$ cat config.mk
export PLATFORM = sky130hd
export DESIGN_NAME = tmds_channel_decoder
export DESIGN_NICKNAME = d
export VERILOG_FILES = /design/src/rtl/tmds_channel_decoder.sv
export SDC_FILE = /design/constraint.sdc
export NUM_CORES = 1
export LEC_CHECK = 0
export CAP_MARGIN = 20
export CORE_ASPECT_RATIO = 2
export CORE_MARGIN = 2
export CORE_UTILIZATION = 45
export CTS_BUF_LIST = sky130_fd_sc_hd__clkbuf_2 sky130_fd_sc_hd__clkbuf_4 sky130_fd_sc_hd__clkbuf_8
export DETAILED_ROUTE_END_ITERATION = 7
export HOLD_SLACK_MARGIN = 0.03
export PLACE_DENSITY = 0.7
export SETUP_SLACK_MARGIN = 0.4
export SLEW_MARGIN = 40
export SYNTH_ARGS = -nofsm -noshare
export SYNTH_HDL_FRONTEND = slang
export SYNTH_SLANG_ARGS = --single-unit
$ cat constraint.sdc
create_clock -name i_pix_clk -period 2.75 [get_ports i_pix_clk]
set_clock_uncertainty 0.1 [all_clocks]
set_input_delay 0.55 -clock i_pix_clk [delete_from_list [all_inputs] [get_ports i_pix_clk]]
set_output_delay 0.55 -clock i_pix_clk [all_outputs]
set_load 0.005 [all_outputs]
$ cat src/rtl/tmds_channel_decoder.sv
// Receive-side TMDS channel: hunts for control tokens to find the symbol boundary in the
// raw deserializer words, then decodes each aligned symbol into pixel data or a control value.
module tmds_channel_decoder #(
    parameter int LOCK_COUNT    = 8,
    parameter int SEARCH_CYCLES = 2048,
    parameter int LOSS_CYCLES   = 4096
) (
    input  logic       i_pix_clk,
    input  logic       i_rst,
    input  logic [9:0] i_word,
    output logic [7:0] o_data,
    output logic [1:0] o_ctrl,
    output logic       o_de,
    output logic       o_locked,
    output logic [3:0] o_offset
);

    localparam int RUN_W    = $clog2(LOCK_COUNT + 1);
    localparam int SEARCH_W = $clog2(SEARCH_CYCLES + 1);
    localparam int LOSS_W   = $clog2(LOSS_CYCLES + 1);

    localparam logic [RUN_W-1:0]    RUN_LAST    = RUN_W'(LOCK_COUNT - 1);
    localparam logic [RUN_W-1:0]    RUN_MAX     = RUN_W'(LOCK_COUNT);
    localparam logic [SEARCH_W-1:0] SEARCH_LAST = SEARCH_W'(SEARCH_CYCLES - 1);
    localparam logic [LOSS_W-1:0]   LOSS_LAST   = LOSS_W'(LOSS_CYCLES - 1);
    localparam logic [LOSS_W-1:0]   LOSS_MAX    = LOSS_W'(LOSS_CYCLES);

    typedef enum logic {SEARCH, LOCKED} state_t;

    state_t              state;
    state_t              state_next;
    logic [9:0]          prev_word;
    logic [9:0]          aw;
    logic [9:0]          aw_next;
    logic [19:0]         hist;
    logic [3:0]          offset;
    logic [RUN_W-1:0]    run_cnt;
    logic [SEARCH_W-1:0] search_cnt;
    logic [LOSS_W-1:0]   loss_cnt;
    logic                is_ctrl;
    logic [1:0]          tok;
    logic [7:0]          q;
    logic [7:0]          d;
    logic                lock_hit;
    logic                loss_hit;
    logic [7:0]          data_next;
    logic [1:0]          ctrl_next;
    logic                de_next;

    assign hist     = {i_word, prev_word};
    assign lock_hit = (state == SEARCH) && is_ctrl && (run_cnt == RUN_LAST);
    assign loss_hit = (state == LOCKED) && !is_ctrl && (loss_cnt == LOSS_LAST);
    assign o_locked = (state == LOCKED);
    assign o_offset = offset;

    // Barrel select of the 10-bit window starting at the current bit-slip offset.
    always_comb begin
        aw_next = hist[9:0];
        for (int k = 1; k < 10; k++) begin
            if (offset == 4'(k)) begin
                aw_next = hist[k +: 10];
            end
        end
    end

    always_comb begin
        is_ctrl = 1'b1;
        tok     = 2'b00;
        case (aw)
            10'h354: tok = 2'b00;
            10'h0AB: tok = 2'b01;
            10'h154: tok = 2'b10;
            10'h2AB: tok = 2'b11;
            default: is_ctrl = 1'b0;
        endcase
    end

    always_comb begin
        q    = aw[9] ? ~aw[7:0] : aw[7:0];
        d    = 8'h00;
        d[0] = q[0];
        for (int i = 1; i < 8; i++) begin
            d[i] = aw[8] ? (q[i] ^ q[i-1]) : ~(q[i] ^ q[i-1]);
        end
    end

    always_ff @(posedge i_pix_clk) begin
        if (i_rst) begin
            state <= SEARCH;
        end else begin
            state <= state_next;
        end
    end

    always_comb begin
        state_next = state;
        case (state)
            SEARCH:  if (lock_hit) state_next = LOCKED;
            LOCKED:  if (loss_hit) state_next = SEARCH;
            default: state_next = SEARCH;
        endcase
    end

    // Outputs follow the state being entered, so forcing starts on the same edge lock changes.
    always_comb begin
        data_next = 8'h00;
        ctrl_next = 2'b00;
        de_next   = 1'b0;
        if (state_next == LOCKED) begin
            if (is_ctrl) begin
                ctrl_next = tok;
            end else begin
                de_next   = 1'b1;
                data_next = d;
                ctrl_next = o_ctrl;
            end
        end
    end

    always_ff @(posedge i_pix_clk) begin
        if (i_rst) begin
            prev_word <= 10'h000;
            aw        <= 10'h000;
            o_data    <= 8'h00;
            o_ctrl    <= 2'b00;
            o_de      <= 1'b0;
        end else begin
            prev_word <= i_word;
            aw        <= aw_next;
            o_data    <= data_next;
            o_ctrl    <= ctrl_next;
            o_de      <= de_next;
        end
    end

    // Lock beats a simultaneous search timeout; offset only moves while searching.
    always_ff @(posedge i_pix_clk) begin
        if (i_rst) begin
            offset     <= 4'd0;
            run_cnt    <= '0;
            search_cnt <= '0;
            loss_cnt   <= '0;
        end else begin
            case (state)
                SEARCH: begin
                    if (lock_hit) begin
                        run_cnt    <= RUN_MAX;
                        search_cnt <= '0;
                        loss_cnt   <= '0;
                    end else if (search_cnt == SEARCH_LAST) begin
                        offset     <= (offset == 4'd9) ? 4'd0 : offset + 4'd1;
                        run_cnt    <= '0;
                        search_cnt <= '0;
                    end else begin
                        if (!is_ctrl) begin
                            run_cnt <= '0;
                        end else if (run_cnt != RUN_MAX) begin
                            run_cnt <= run_cnt + 1'b1;
                        end
                        search_cnt <= search_cnt + 1'b1;
                    end
                end
                LOCKED: begin
                    if (is_ctrl) begin
                        loss_cnt <= '0;
                    end else if (loss_cnt != LOSS_MAX) begin
                        loss_cnt <= loss_cnt + 1'b1;
                    end
                    if (loss_hit) begin
                        run_cnt    <= '0;
                        search_cnt <= '0;
                    end
                end
                default: ;
            endcase
        end
    end

endmodule

==> summary.md <==
| Metric | Value |
|---|---|
| Share of cells above drive strength 1 | 0.149 |
| Outcome | complete, no violations |
| Clk buf depth | 2 |
| Area after DPL | 4860 um2 |
| Final setup viols | 0 |
| CP Cell Sequence | buf_4 -> clkdlybuf4s50_1 |
| Row count | 51 |
| FF+latch count, synth | 65 |
| Multi-input logic area | 2890 um2 |
| Top post-synthesis cells by area | dfxtp_1 (29%), nand2_1 (3.7%), o21ai_0 (3.7%) |
| CTS clk-pin slew, worst paths | 70 ps |
| Final Wtd Congestion | 0.945 |
| Cell variety after synth | 80 |
| Max-slew violations | 0 |
| I/O Buffers | 27 |
| Pleak | 1.87 nW |
| Buf/Inv on CP | 2 |
| Total wire length | 13500 um |
| Worst slew pin tran | 699 ps |
| Via count | 4545 |
| Avg Inst Size Synth | 7.96 um2 |
| Initial Util | 0.461 |
| Final Hold Viols | 0 |
| Antenna violations before repair | 0 |
| Vias in the first global route | 4390 |
| Reg-to-Reg Start | search_cnt[0] |
| DRC marker count from the first detailed-route iteration | 333 |
| Hold_sp | o_ctrl[1] |
| Max-cap viol count | 0 |
| Power Density | 415 nW/um2 |
| CP Max Fanout | 17 |
| Fmax | 441 MHz |
| Die Footprint | 10900 um2 |
| Register area | 1310 um2 |
| Total GRT Usage | 0.258 |
| EDFF count, synth | 0 |
| CP Capture Type | primary output |
| H-tree depth | 3 |
| DR DRC count | 0 |
| Total CTS buffers | 9 |
| Worst Path Arrival | 1620 ps |
| CP Launch Type | flop |
| Core Area | 9760 um2 |
| Later-pin clock latency in the skew report | 350 ps |
| # clock sinks | 65 |
| Clock period minus worst slack | 2270 ps |
| Synth async-reset ratio | 0 |
| Yosys warns | 0 |
| Chip Width | 74.7 um |
| Final instance area | 5170 um2 |
| Ports | 28 |
| Fillers | 941 |
| Hold Path Class | flop to flop |
| DP HPWL | 9820 um |
| Crit path largest cell delay | 530 ps |
| Iteration count of the initial detailed-routing pass | 5 |
| Routed Antenna Nets | 0 |
| Mapped Cells | 565 |
| Slew HR | 0.532 |
| Worst vdd ir | 263 uV |
| Critical path data required time | 2100 ps |
| Area growth from synthesis to layout | 14.8% |
| Fin crit share | 0.824 |
| Register area share after synthesis | 0.289 |
| Largest net degree at the start of global routing | 41 |
| Slowest-stage cell, CP | dfxtp_2 |
| RSZ-0062 raised after global routing | false |
| Mapped Area | 4500 um2 |
| Via-to-Cell Ratio | 6.34 |
| Dominant synthesized flop cell | dfxtp_1 |
| Die height | 145 um |
| Crit path max-delay family | buffers and inverters |
| Dominant cell type by area after synthesis | dfxtp_1 |
| Top-count cell post-synth | dfxtp_1 |
| Syn_nets | 584 |
| Antenna Cells | 0 |
| Worst Setup SP | o_offset[1] |
| Setup TNS Final | 0 ps |
| Layout Nets | 599 |
| Crit Path Class | flop to primary output |
| First-pass GRT wire length | 21700 um |
| Total gr overflow | 0 |
| Most common library cells after synthesis | dfxtp_1 (65), nand2_1 (44), nor2_1 (40) |
| Root buffer cell | clkbuf_8 |
| CTS tree | built |
| Top cell type's share of synthesized area | 0.289 |
| Post-DR wirelength/cell | 18.8 um |
## sequential cells by signal, indices dropped and copies added (netlist names)
name / flops
loss_cnt: 13
search_cnt: 12
aw: 10
prev_word: 10
o_data: 8
o_offset: 4
run_cnt: 4
o_ctrl: 2
o_de: 1
o_locked: 1
## cell families after synthesis
family	Yosys count	share of synthesized area
fa+ha+maj	7	0.0195
buf+inv	68	0.0709
compound gates	154	0.242
simple gates	231	0.288
xor+xnor	12	0.0234
flops	65	0.289
mux	28	0.0665
## worst min-delay path, delay by kind of cell (launching register included)
family,cells,cell delay (ps)
DFF,1,310
buffers and inverters,1,60
AOI/OAI and AO/OA,1,50
## per-layer routing
layer,global-route usage,part of all wire,vias to the layer above
met5,0,0,-
met4,0.177,0.073,0
met3,0.0353,0.036,67
met2,0.455,0.54,178
met1,0.266,0.35,2184
li1,-,-,2116
## through the flow
step | setup WS [ps] | util | total power, W | std cells | hold WS (ps)
2_1_floorplan | 752 | - | 0.00109 | 565 | 349
3_3_place_gp | 502 | 0.498 | 0.00115 | 698 | 349
3_5_place_dp | 467 | 0.498 | 0.00115 | 698 | 348
4_1_cts | 414 | 0.523 | 0.00215 | 714 | 359
5_1_grt | 403 | 0.529 | 0.00221 | 717 | 382
6_report | 485 | 0.529 | 0.00214 | 717 | 354
## layout make-up
cell class                 instances  share of cell area
sequential                        65               0.253
timing repair buffer              54              0.0954
tap                              132              0.0320
clock buffer                       9              0.0240
multi-input combinational        432               0.560
inverter                          18              0.0131
clock inverter                     7              0.0228
## report_power, final
group          internal (W)  switching [W]
logic             0.0000651      0.0000813
registers          0.000958      0.0000271
clock network      0.000604       0.000409
total               0.00163       0.000517
## final timing paths
path	endpoint	slack [ps]	depth (start not counted)
worst max-delay path	o_offset[1]	480	2
worst min-delay path	o_ctrl[1]	350	2
worst min register to register	o_ctrl[1]	350	2
worst max register to register	run_cnt[1]	540	7
## what timing repair did
item,in CTS,in global routing
buffers inserted,0,3
cloned,0,0
hold buffers,0,0
endpoints found under the setup margin,3,18
gates resized for setup,3,2
pin swaps,0,2
## cells in the final DEF, fill, tap and decap left out, types with 12 or more instances in the layout
cell type,n
a21oi_1,30
dfxtp_1,61
nand2_1,44
nor2b_1,21
nor2_1,40
o21ai_0,33
clkdlybuf4s50_1,26
a31oi_1,12
and3_1,14
nand3_1,24
mux2i_1,16
nor3_1,16
buf_4,25
inv_1,18
nand4_1,14
No activity file was read; power rests on OpenSTA's default activity.
